**config.mk**
```make
export PLATFORM = sky130hd
export DESIGN_NAME = vball_mixer
export DESIGN_NICKNAME = d
export VERILOG_FILES = /design/src/rtl/vball_mixer_pkg.sv /design/src/rtl/vball_linebuf_bank.sv /design/src/rtl/vball_mixer.sv
export SDC_FILE = /design/constraint.sdc
export NUM_CORES = 2
export LEC_CHECK = 0
export BUFFER_PORTS_ARGS = -buffer_cell sky130_fd_sc_hd__buf_2
export CAP_MARGIN = 10
export CORE_ASPECT_RATIO = 2
export CORE_MARGIN = 1
export CORE_UTILIZATION = 57
export DETAILED_ROUTE_END_ITERATION = 10
export PLACE_DENSITY = 0.73
export SYNTH_ARGS = -nofsm -noshare
export SYNTH_HDL_FRONTEND = slang
export SYNTH_HIERARCHICAL = 1
export SYNTH_SLANG_ARGS = --single-unit
```
**constraint.sdc**
```tcl
create_clock -name clk_sys -period 4.9 [get_ports clk_sys]
set_input_delay 0.245 -clock clk_sys [delete_from_list [all_inputs] [get_ports clk_sys]]
set_output_delay 0.245 -clock clk_sys [all_outputs]
set_load 0.02 [all_outputs]
```
**src/rtl/vball_mixer_pkg.sv**
```systemverilog
// vball_mixer_pkg
// Shared definitions for the VBall final compositing stage: mixer FSM state
// encoding, default line width, sprite palette bank and the transparent
// sprite index.
package vball_mixer_pkg;

  localparam int unsigned LINE_W       = 256;
  localparam logic [2:0]  SPR_PAL_BANK = 3'b100;
  localparam logic [3:0]  SPR_TRANSP   = 4'd0;

  typedef enum logic [2:0] {
    CLEAR,
    IDLE,
    RD,
    LAT,
    WAIT,
    OUT
  } mix_state_t;

endpackage

```
**src/rtl/vball_linebuf_bank.sv**
```systemverilog
// vball_linebuf_bank
// One bank of the sprite line buffer: single-port LINE_W x 7 RAM with a
// synchronous, read-first read port (1-cycle latency).
// Ports:
//   clk_sys  - system clock
//   we       - write enable
//   addr     - shared read/write address
//   wdata    - write data {palette[2:0], index[3:0]}
//   rdata    - registered read data, valid the cycle after addr
module vball_linebuf_bank #(
  parameter int unsigned LINE_W = vball_mixer_pkg::LINE_W,
  parameter int unsigned AW     = 8
) (
  input  logic          clk_sys,
  input  logic          we,
  input  logic [AW-1:0] addr,
  input  logic [6:0]    wdata,
  output logic [6:0]    rdata
);

  logic [6:0] mem [LINE_W];

  always_ff @(posedge clk_sys) begin
    if (we) begin
      mem[addr] <= wdata;
    end
    rdata <= mem[addr];
  end

endmodule

```
**src/rtl/vball_mixer.sv**
```systemverilog
// vball_mixer
// Final per-pixel compositing stage of the VBall video path. Owns a ping-pong
// sprite line buffer (one bank displayed, the other filled by the sprite
// engine), looks sprite pixels up in the sprite palette and outputs blanked
// 12-bit RGB.
// Ports:
//   clk_sys, reset          - clock, synchronous active-high reset
//   hcount, vcount, hb, vb  - video timing; any hcount change is a pixel event
//   bg_red/green/blue       - background layer RGB
//   spr_wr, spr_x, spr_pix  - sprite pixel write port
//   spr_col_addr/data       - sprite palette lookup (1-cycle read latency)
//   red, green, blue        - composited output
//   busy                    - post-reset clear sweep in progress
module vball_mixer #(
  parameter int unsigned LINE_W  = vball_mixer_pkg::LINE_W,
  parameter int unsigned OUT_DLY = 15
) (
  input  logic        clk_sys,
  input  logic        reset,
  input  logic [8:0]  hcount,
  input  logic [8:0]  vcount,
  input  logic        hb,
  input  logic        vb,
  input  logic [3:0]  bg_red,
  input  logic [3:0]  bg_green,
  input  logic [3:0]  bg_blue,
  input  logic        spr_wr,
  input  logic [8:0]  spr_x,
  input  logic [6:0]  spr_pix,
  output logic [9:0]  spr_col_addr,
  input  logic [11:0] spr_col_data,
  output logic [3:0]  red,
  output logic [3:0]  green,
  output logic [3:0]  blue,
  output logic        busy
);

  import vball_mixer_pkg::*;

  localparam int unsigned   AW       = $clog2(LINE_W);
  localparam logic [3:0]    DLY      = 4'(OUT_DLY);
  localparam logic [AW-1:0] CLR_LAST = AW'(LINE_W - 1);

  mix_state_t    state, state_nx;
  logic [8:0]    hcount_q;
  logic [AW-1:0] px_addr;
  logic [AW-1:0] clr_addr;
  logic          rd_bank;
  logic          blank_q;
  logic [3:0]    spr_idx_q;
  logic [3:0]    dly_cnt;
  logic          pix_evt;
  logic          wr_ok;
  logic [6:0]    rd_data;

  logic [1:0]    bank_we;
  logic [AW-1:0] bank_addr  [2];
  logic [6:0]    bank_wdata [2];
  logic [6:0]    bank_rdata [2];

  logic          vcount_unused;
  assign vcount_unused = ^vcount;

  assign busy    = (state == CLEAR);
  assign pix_evt = (hcount != hcount_q);
  assign wr_ok   = spr_wr & ~spr_x[8] & (spr_pix[3:0] != SPR_TRANSP) & ~busy;
  assign rd_data = bank_rdata[rd_bank];

  // Each bank port serves either the display reader (read, then clear the
  // same address in LAT) or the sprite writer, selected by rd_bank. The
  // clear sweep owns both ports.
  always_comb begin
    for (int unsigned b = 0; b < 2; b++) begin
      bank_we[b]    = 1'b0;
      bank_addr[b]  = spr_x[AW-1:0];
      bank_wdata[b] = spr_pix;
      if (state == CLEAR) begin
        bank_we[b]    = 1'b1;
        bank_addr[b]  = clr_addr;
        bank_wdata[b] = '0;
      end else if (1'(b) == rd_bank) begin
        bank_we[b]    = (state == LAT);
        bank_addr[b]  = px_addr;
        bank_wdata[b] = '0;
      end else begin
        bank_we[b]    = wr_ok;
      end
    end
  end

  for (genvar g = 0; g < 2; g++) begin : g_bank
    vball_linebuf_bank #(
      .LINE_W (LINE_W),
      .AW     (AW)
    ) u_bank (
      .clk_sys (clk_sys),
      .we      (bank_we[g]),
      .addr    (bank_addr[g]),
      .wdata   (bank_wdata[g]),
      .rdata   (bank_rdata[g])
    );
  end

  always_comb begin
    state_nx = state;
    unique case (state)
      CLEAR:   if (clr_addr == CLR_LAST) state_nx = IDLE;
      IDLE:    if (pix_evt) state_nx = RD;
      RD:      state_nx = LAT;
      LAT:     state_nx = WAIT;
      // dly_cnt is the cycle offset from the event; >= keeps short delays safe.
      WAIT:    if (dly_cnt >= DLY - 4'd1) state_nx = OUT;
      OUT:     state_nx = IDLE;
      default: state_nx = CLEAR;
    endcase
  end

  always_ff @(posedge clk_sys) begin
    if (reset) begin
      state        <= CLEAR;
      hcount_q     <= '0;
      clr_addr     <= '0;
      rd_bank      <= 1'b0;
      px_addr      <= '0;
      blank_q      <= 1'b0;
      spr_idx_q    <= '0;
      dly_cnt      <= '0;
      spr_col_addr <= '0;
      red          <= '0;
      green        <= '0;
      blue         <= '0;
    end else begin
      state    <= state_nx;
      hcount_q <= hcount;

      if (state == CLEAR) begin
        clr_addr <= clr_addr + 1'b1;
      end

      if (state == IDLE && pix_evt) begin
        px_addr <= hcount[AW-1:0];
        blank_q <= hb | vb;
        dly_cnt <= 4'd1;
        if (hcount == '0) begin
          rd_bank <= ~rd_bank;
        end
      end else if (dly_cnt != DLY) begin
        dly_cnt <= dly_cnt + 4'd1;
      end

      if (state == LAT) begin
        spr_idx_q    <= rd_data[3:0];
        spr_col_addr <= {SPR_PAL_BANK, rd_data};
      end

      if (state == OUT) begin
        if (blank_q) begin
          {red, green, blue} <= '0;
        end else if (spr_idx_q != SPR_TRANSP) begin
          {red, green, blue} <= spr_col_data;
        end else begin
          {red, green, blue} <= {bg_red, bg_green, bg_blue};
        end
      end
    end
  end

endmodule

```
==> Word-level counts from Yosys, hierarchy flattened <==
Memories as Yosys holds them, arrays and structs flattened. A register that Yosys moved wholly into a read port is not among the register bits.
Cells that the tools add are included.
{ "classes": {"muxes": 31, "add_sub_neg": 2, "bitwise": 8, "reduce_logical": 9, "n_eq_ne": 11, "n_lt_le_gt_ge": 2} }
{ "ops": {"columns": ["op", "count"], "rows": [
  ["7-bit two-way mux", 7],
  ["8-bit two-way mux", 4],
  ["4-bit two-way mux", 6],
  ["3-bit one-hot mux with 6 select lines", 1],
  ["1-bit two-way mux", 10],
  ["9-bit logical NOT", 1],
  ["3-bit two-way mux", 3],
  ["9-bit inequality test", 1],
  ["8-bit by 1-bit adder with 8-bit output, second input constant", 1],
  ["8-bit equality test, second input constant", 1],
  ["4-bit nonzero test", 2],
  ["3-bit by 2-bit equality test with 1-bit output, second input constant", 2],
  ["3-bit equality test, second input constant", 2],
  ["4-bit by 1-bit adder with 4-bit output, second input constant", 1],
  ["4-bit >= comparator, second input constant", 1],
  ["2-bit inequality test, second input constant", 2],
  ["4-bit inequality test, second input constant", 1],
  ["1-bit AND", 3],
  ["3-bit by 1-bit equality test with 1-bit output, second input constant", 1],
  ["3-bit logical NOT", 1],
  ["1-bit NOT", 3],
  ["3-bit AND reduction", 1],
  ["2-bit >= comparator, second input constant", 1],
  ["2-bit by 1-bit inequality test with 1-bit output, second input constant", 1],
  ["other kinds (6)", 6]
]} }
{ "word_totals": {"out_inout_bits": 23, "wordCells": 78, "in_bits": 63, "ram_bits": 3584, "memories": 2, "regBits": 58} }
{ "memory_table": {"columns": ["name", "words", "word_bits", "read_ports", "rd_ports_with_merged_regs", "wr", "line_no", "source"], "rows": [
  ["g_bank[0].u_bank.mem", 256, 7, 1, 1, 1, "vball_linebuf_bank.sv:21", "logic [6:0] mem [LINE_W];"],
  ["g_bank[1].u_bank.mem", 256, 7, 1, 1, 1, "vball_linebuf_bank.sv:21", null]
]} }

==> Logic depth before layout (Yosys ltp) <==
{ "logic_depth": {"word_depth": 8, "depth_mapped": 16, "mapped_depth_nobuf": 8} }

==> Cells and area by module <==
The synthesis kept the hierarchy.
{ "modules_own_cells": {"columns": ["mod", "area_each_um2", "cells_per_inst", "seq_area_each_um2", "instances"], "rows": [
  ["vball_linebuf_bank", 68844.8, 3149, 53951.7, 2],
  ["vball_mixer", 3059.2, 363, 1081.0, 1]
]} }

==> Worst setup path before layout <==
Ideal clock, no wire load.
{ "synth_path": {"path_kind": "reg-to-reg", "start": "register state[1]", "end": "memory g_bank[1].u_bank.mem[0][3], data pin", "t_required_ps": 4026, "n_path_buf": 3, "synth_period_minus_slack_ps": 5140, "arrival_ps": 4266, "setup_ps": 874, "stages_incl_launch_ff": 6, "setup_slack_ps": -240, "cell_sequence": "dfxtp_1 buf_6 or3_4 buf_6 clkbuf_1 and3_1"} }
{ "synth_lines": {"columns": ["element", "line_no", "source"], "rows": [
  ["start, declared", "vball_mixer.sv:44", "mix_state_t state, state_nx;"],
  ["start signal, assigned", "vball_mixer.sv:133", "state <= state_nx;"],
  ["end, declared", "vball_linebuf_bank.sv:21", null]
]} }

==> impl_metrics.yaml <==
clock_tree:
  cts_sinks: 3652
  path_clk_slew_ps: 70
  clock_latency_ps: 890
  cts_max_level: 5
  hold_buffers: 47
  postCtsSetupRepairBufs: 0
  postCtsResizedCells: 0
  cts-root-buf: "clkbuf_16"
  cts_buffers: 304
  clock_path_buffers: 4
  cts_tree: "yes"
synth:
  synth_area_leader_cell: "edfxtp_1"
  synth_cell_types: 52
  syn_avg_cell_area_um2: 21.13
  synth-main-ff-cell: "edfxtp_1"
  yosysSeqAreaShare_pct: 77.43
  ys_async_sr_fraction_pct: 0
  synthDominantCellAreaShare_pct: 76.46
  synthTopCellsByArea: "edfxtp_1, mux4_2, a22oi_1"
  yosysWarnings: 6
  synthMostInstantiatedCell: "edfxtp_1"
  synth_area_um2: 140700
  synth_common_cells: "edfxtp_1, mux4_2, nor2_1"
  syn_inst: 6661
  synth-edff-count: 3584
  ys_ff_latch: 3652
global_routing:
  grt.busiest_layer: "met2"
  grt_pass1_vias: 73030
  antenna_found_initial: 25
  grt_pass1_wl_mm: 499.0
  grtUsageTotal_pct: 27.96
  grt_overflow: 0
  grt_max_degree: 257
  met3_usage_pct: 4.688
  grt_util_met1_pct: 29.63
  use_met2_pct: 50.19
detailed_routing:
  wire_per_inst_um: 32.45
  wl_mm: 344.9
  drc_errors: 0
  first_pass_iters: 8
  vias: 69426
  vias_per_cell: 6.531
  ant_nets: 0
  drtIter0Drc: 7050
final_layout:
  fill_cells: 15586
  drive_above_1_share_pct: 26.58
  multi_input_area_um2: 29880
  seqCellArea_um2: 109000
  post-route-util_pct: 64.44
  nets: 7203
  area_growth_pct: 12.33
sta:
  tightest_slew_ps: 1531
  max_slew_margin_pct: -2.094
  max_freq_ghz: 0.2088
  hold_violations: 0
  period_minus_slack_ps: 4789
  slew_violations: 32
  rsz0062_at_grt: "no"
  worst_slack_ps: 110.6
  skew_ps: 59.45
  setup_viol_count_final: 0
  period_share_pct: 97.74
critical_path:
  worst_path_max_delay_cell: "o41ai_1"
  path_common_cell: "buf_4"
  reg2reg_slack_ps: 110
  cp.arrival_ps: 5560
  endpoint_kind: "register"
  critPathLaunchType: "register"
  crit_required_ps: 5670
  cp_max_fo: 25
  max_stage_delay_ps: 970
  crit_chain: "or3_4 -> nor2_1 -> a21oi_4 -> buf_12 -> buf_4 -> mux4_2 -> a22oi_1 -> a21oi_1 -> o41ai_1 -> buf_4 -> nand4_1"
  critPathKind: "register to register"
floorplanning:
  io-pin-count: 86
  die_w_um: 353.4
  die_area_um2: 249000
  placementRows: 257
  initial_core_util_pct: 57.37
  die_h_um: 704.8
  coreArea_um2: 245300
place:
  pre_cts_slack_ps: 287.8
  gp_congestion: 0.8939
  hpwl_mm: 220.8
  numPortBuffers: 74
power:
  vdd_drop_max_v: 0.0003142
  p_comb_share_pct: 4.7
  internal_power_uw: 48390
  pwr-share-seq_pct: 55.5
  p_leak_uw: 0.05336
  powerDensity_nw_per_um2: 386.1
  p_switching_uw: 12650
  p_clk_share_pct: 39.8
  power_uw: 61040
  swShare_pct: 20.72
run_status:
  violations: "slew limit"
  outcome: "finished, violations left"
hold_path:
  holdCritPathClass: "primary input to register"
run:
  maxCapViolations: 0
-- kinds of logic (layout without fill, tap and decap cells) --
family | after synthesis | count (layout) | share of synthesized area (%)
buf+inv | 455 | 1167 | 1.491
other cells | 1 | 21 | 0.002664
compound gates | 802 | 802 | 3.887
mux | 931 | 931 | 14.60
xor+xnor | 16 | 16 | 0.09957
simple gates | 801 | 801 | 2.464
flops | 3652 | 3652 | 77.43
fa+ha+maj | 3 | 3 | 0.02667
-- power groups by stage --
stage          Combinational (µW)  Sequential (µW)  Clock, µW
6_report                     2850            33900      24300
5_1_grt                      2960            33900      25700
4_1_cts                      2860            33900      24600
3_5_place_dp                 2820            34600          0
3_3_place_gp                 2780            34500          0
2_1_floorplan                1870            34500          0
-- flip-flops by register name (all words and copies together), names as in the netlist, 4 cells and up --
signal,flops
green,4
hcount_q,9
g_bank.u_bank/mem,3584
px_addr,8
dly_cnt,4
blue,4
g_bank.u_bank/rdata,14
clr_addr,8
red,4
spr_col_addr,5
-- stage by stage --
| step | cell area, µm² | TNS (ps) | hold WS [ps] | instances |
|---|---|---|---|---|
| final | 158100 | 0 | 65.85 | 10630 |
| after global routing | 158100 | 0 | 83.66 | 10612 |
| after CTS | 158100 | 0 | 43.52 | 10611 |
| after detailed placement | 147800 | 0 | 493.9 | 10021 |
| after global placement | 147800 | 0 | 487.5 | 10021 |
| after floorplan | 140800 | -276820 | 324.1 | 6662 |
-- per-layer routing --
layer | up-vias | wire length [µm]
li1 | 28849 | -
met1 | 36371 | 106300
met2 | 3206 | 185900
met3 | 982 | 23800
met4 | 18 | 28740
met5 | - | 126
-- critical path: cells and delay by family, from the launching register on --
family                 cells  cell delay (ps)
AND/OR/NAND/NOR            3              660
multiplexers               1              570
AO/OA/AOI/OAI              4             2000
buffers and inverters      3              890
flip-flops                 1              520
-- area by class of cell --
type                    instances  area share, %
flip-flops and latches       3652          68.93
well taps                    3237          2.562
multi-input cells            2555          18.90
clock buffers                 366          5.085
inverters                       9        0.02137
diodes                         19        0.03007
clock inverters               177          1.116
repair buffers                615          3.352
-- worst paths after layout --
check                  start                     endpoint  depth (start not counted)
hold reg to reg       red[2]                       red[2]                          2
hold / removal    spr_pix[6]  g_bank[1].u_bank/mem[22][6]                          2
setup / recovery    state[2]    g_bank[0].u_bank/rdata[5]                         11
setup reg to reg    state[2]    g_bank[0].u_bank/rdata[5]                         11
-- cells in the final DEF (no fill, tap or decap), types with 27 or more instances in the layout --
cell,instances
a21oi_1,239
a22oi_1,468
buf_12,60
buf_2,74
buf_4,434
bufinv_16,30
clkbuf_1,51
clkbuf_16,312
clkinv_1,49
clkinv_2,51
dfxtp_1,67
dlygate4sd3_1,47
edfxtp_1,3584
mux4_2,896
nand2_1,67
nand3_1,43
nor2_1,504
nor2b_1,27
nor3_1,67
o41ai_1,51
No activity file was read; power rests on OpenSTA's default activity.
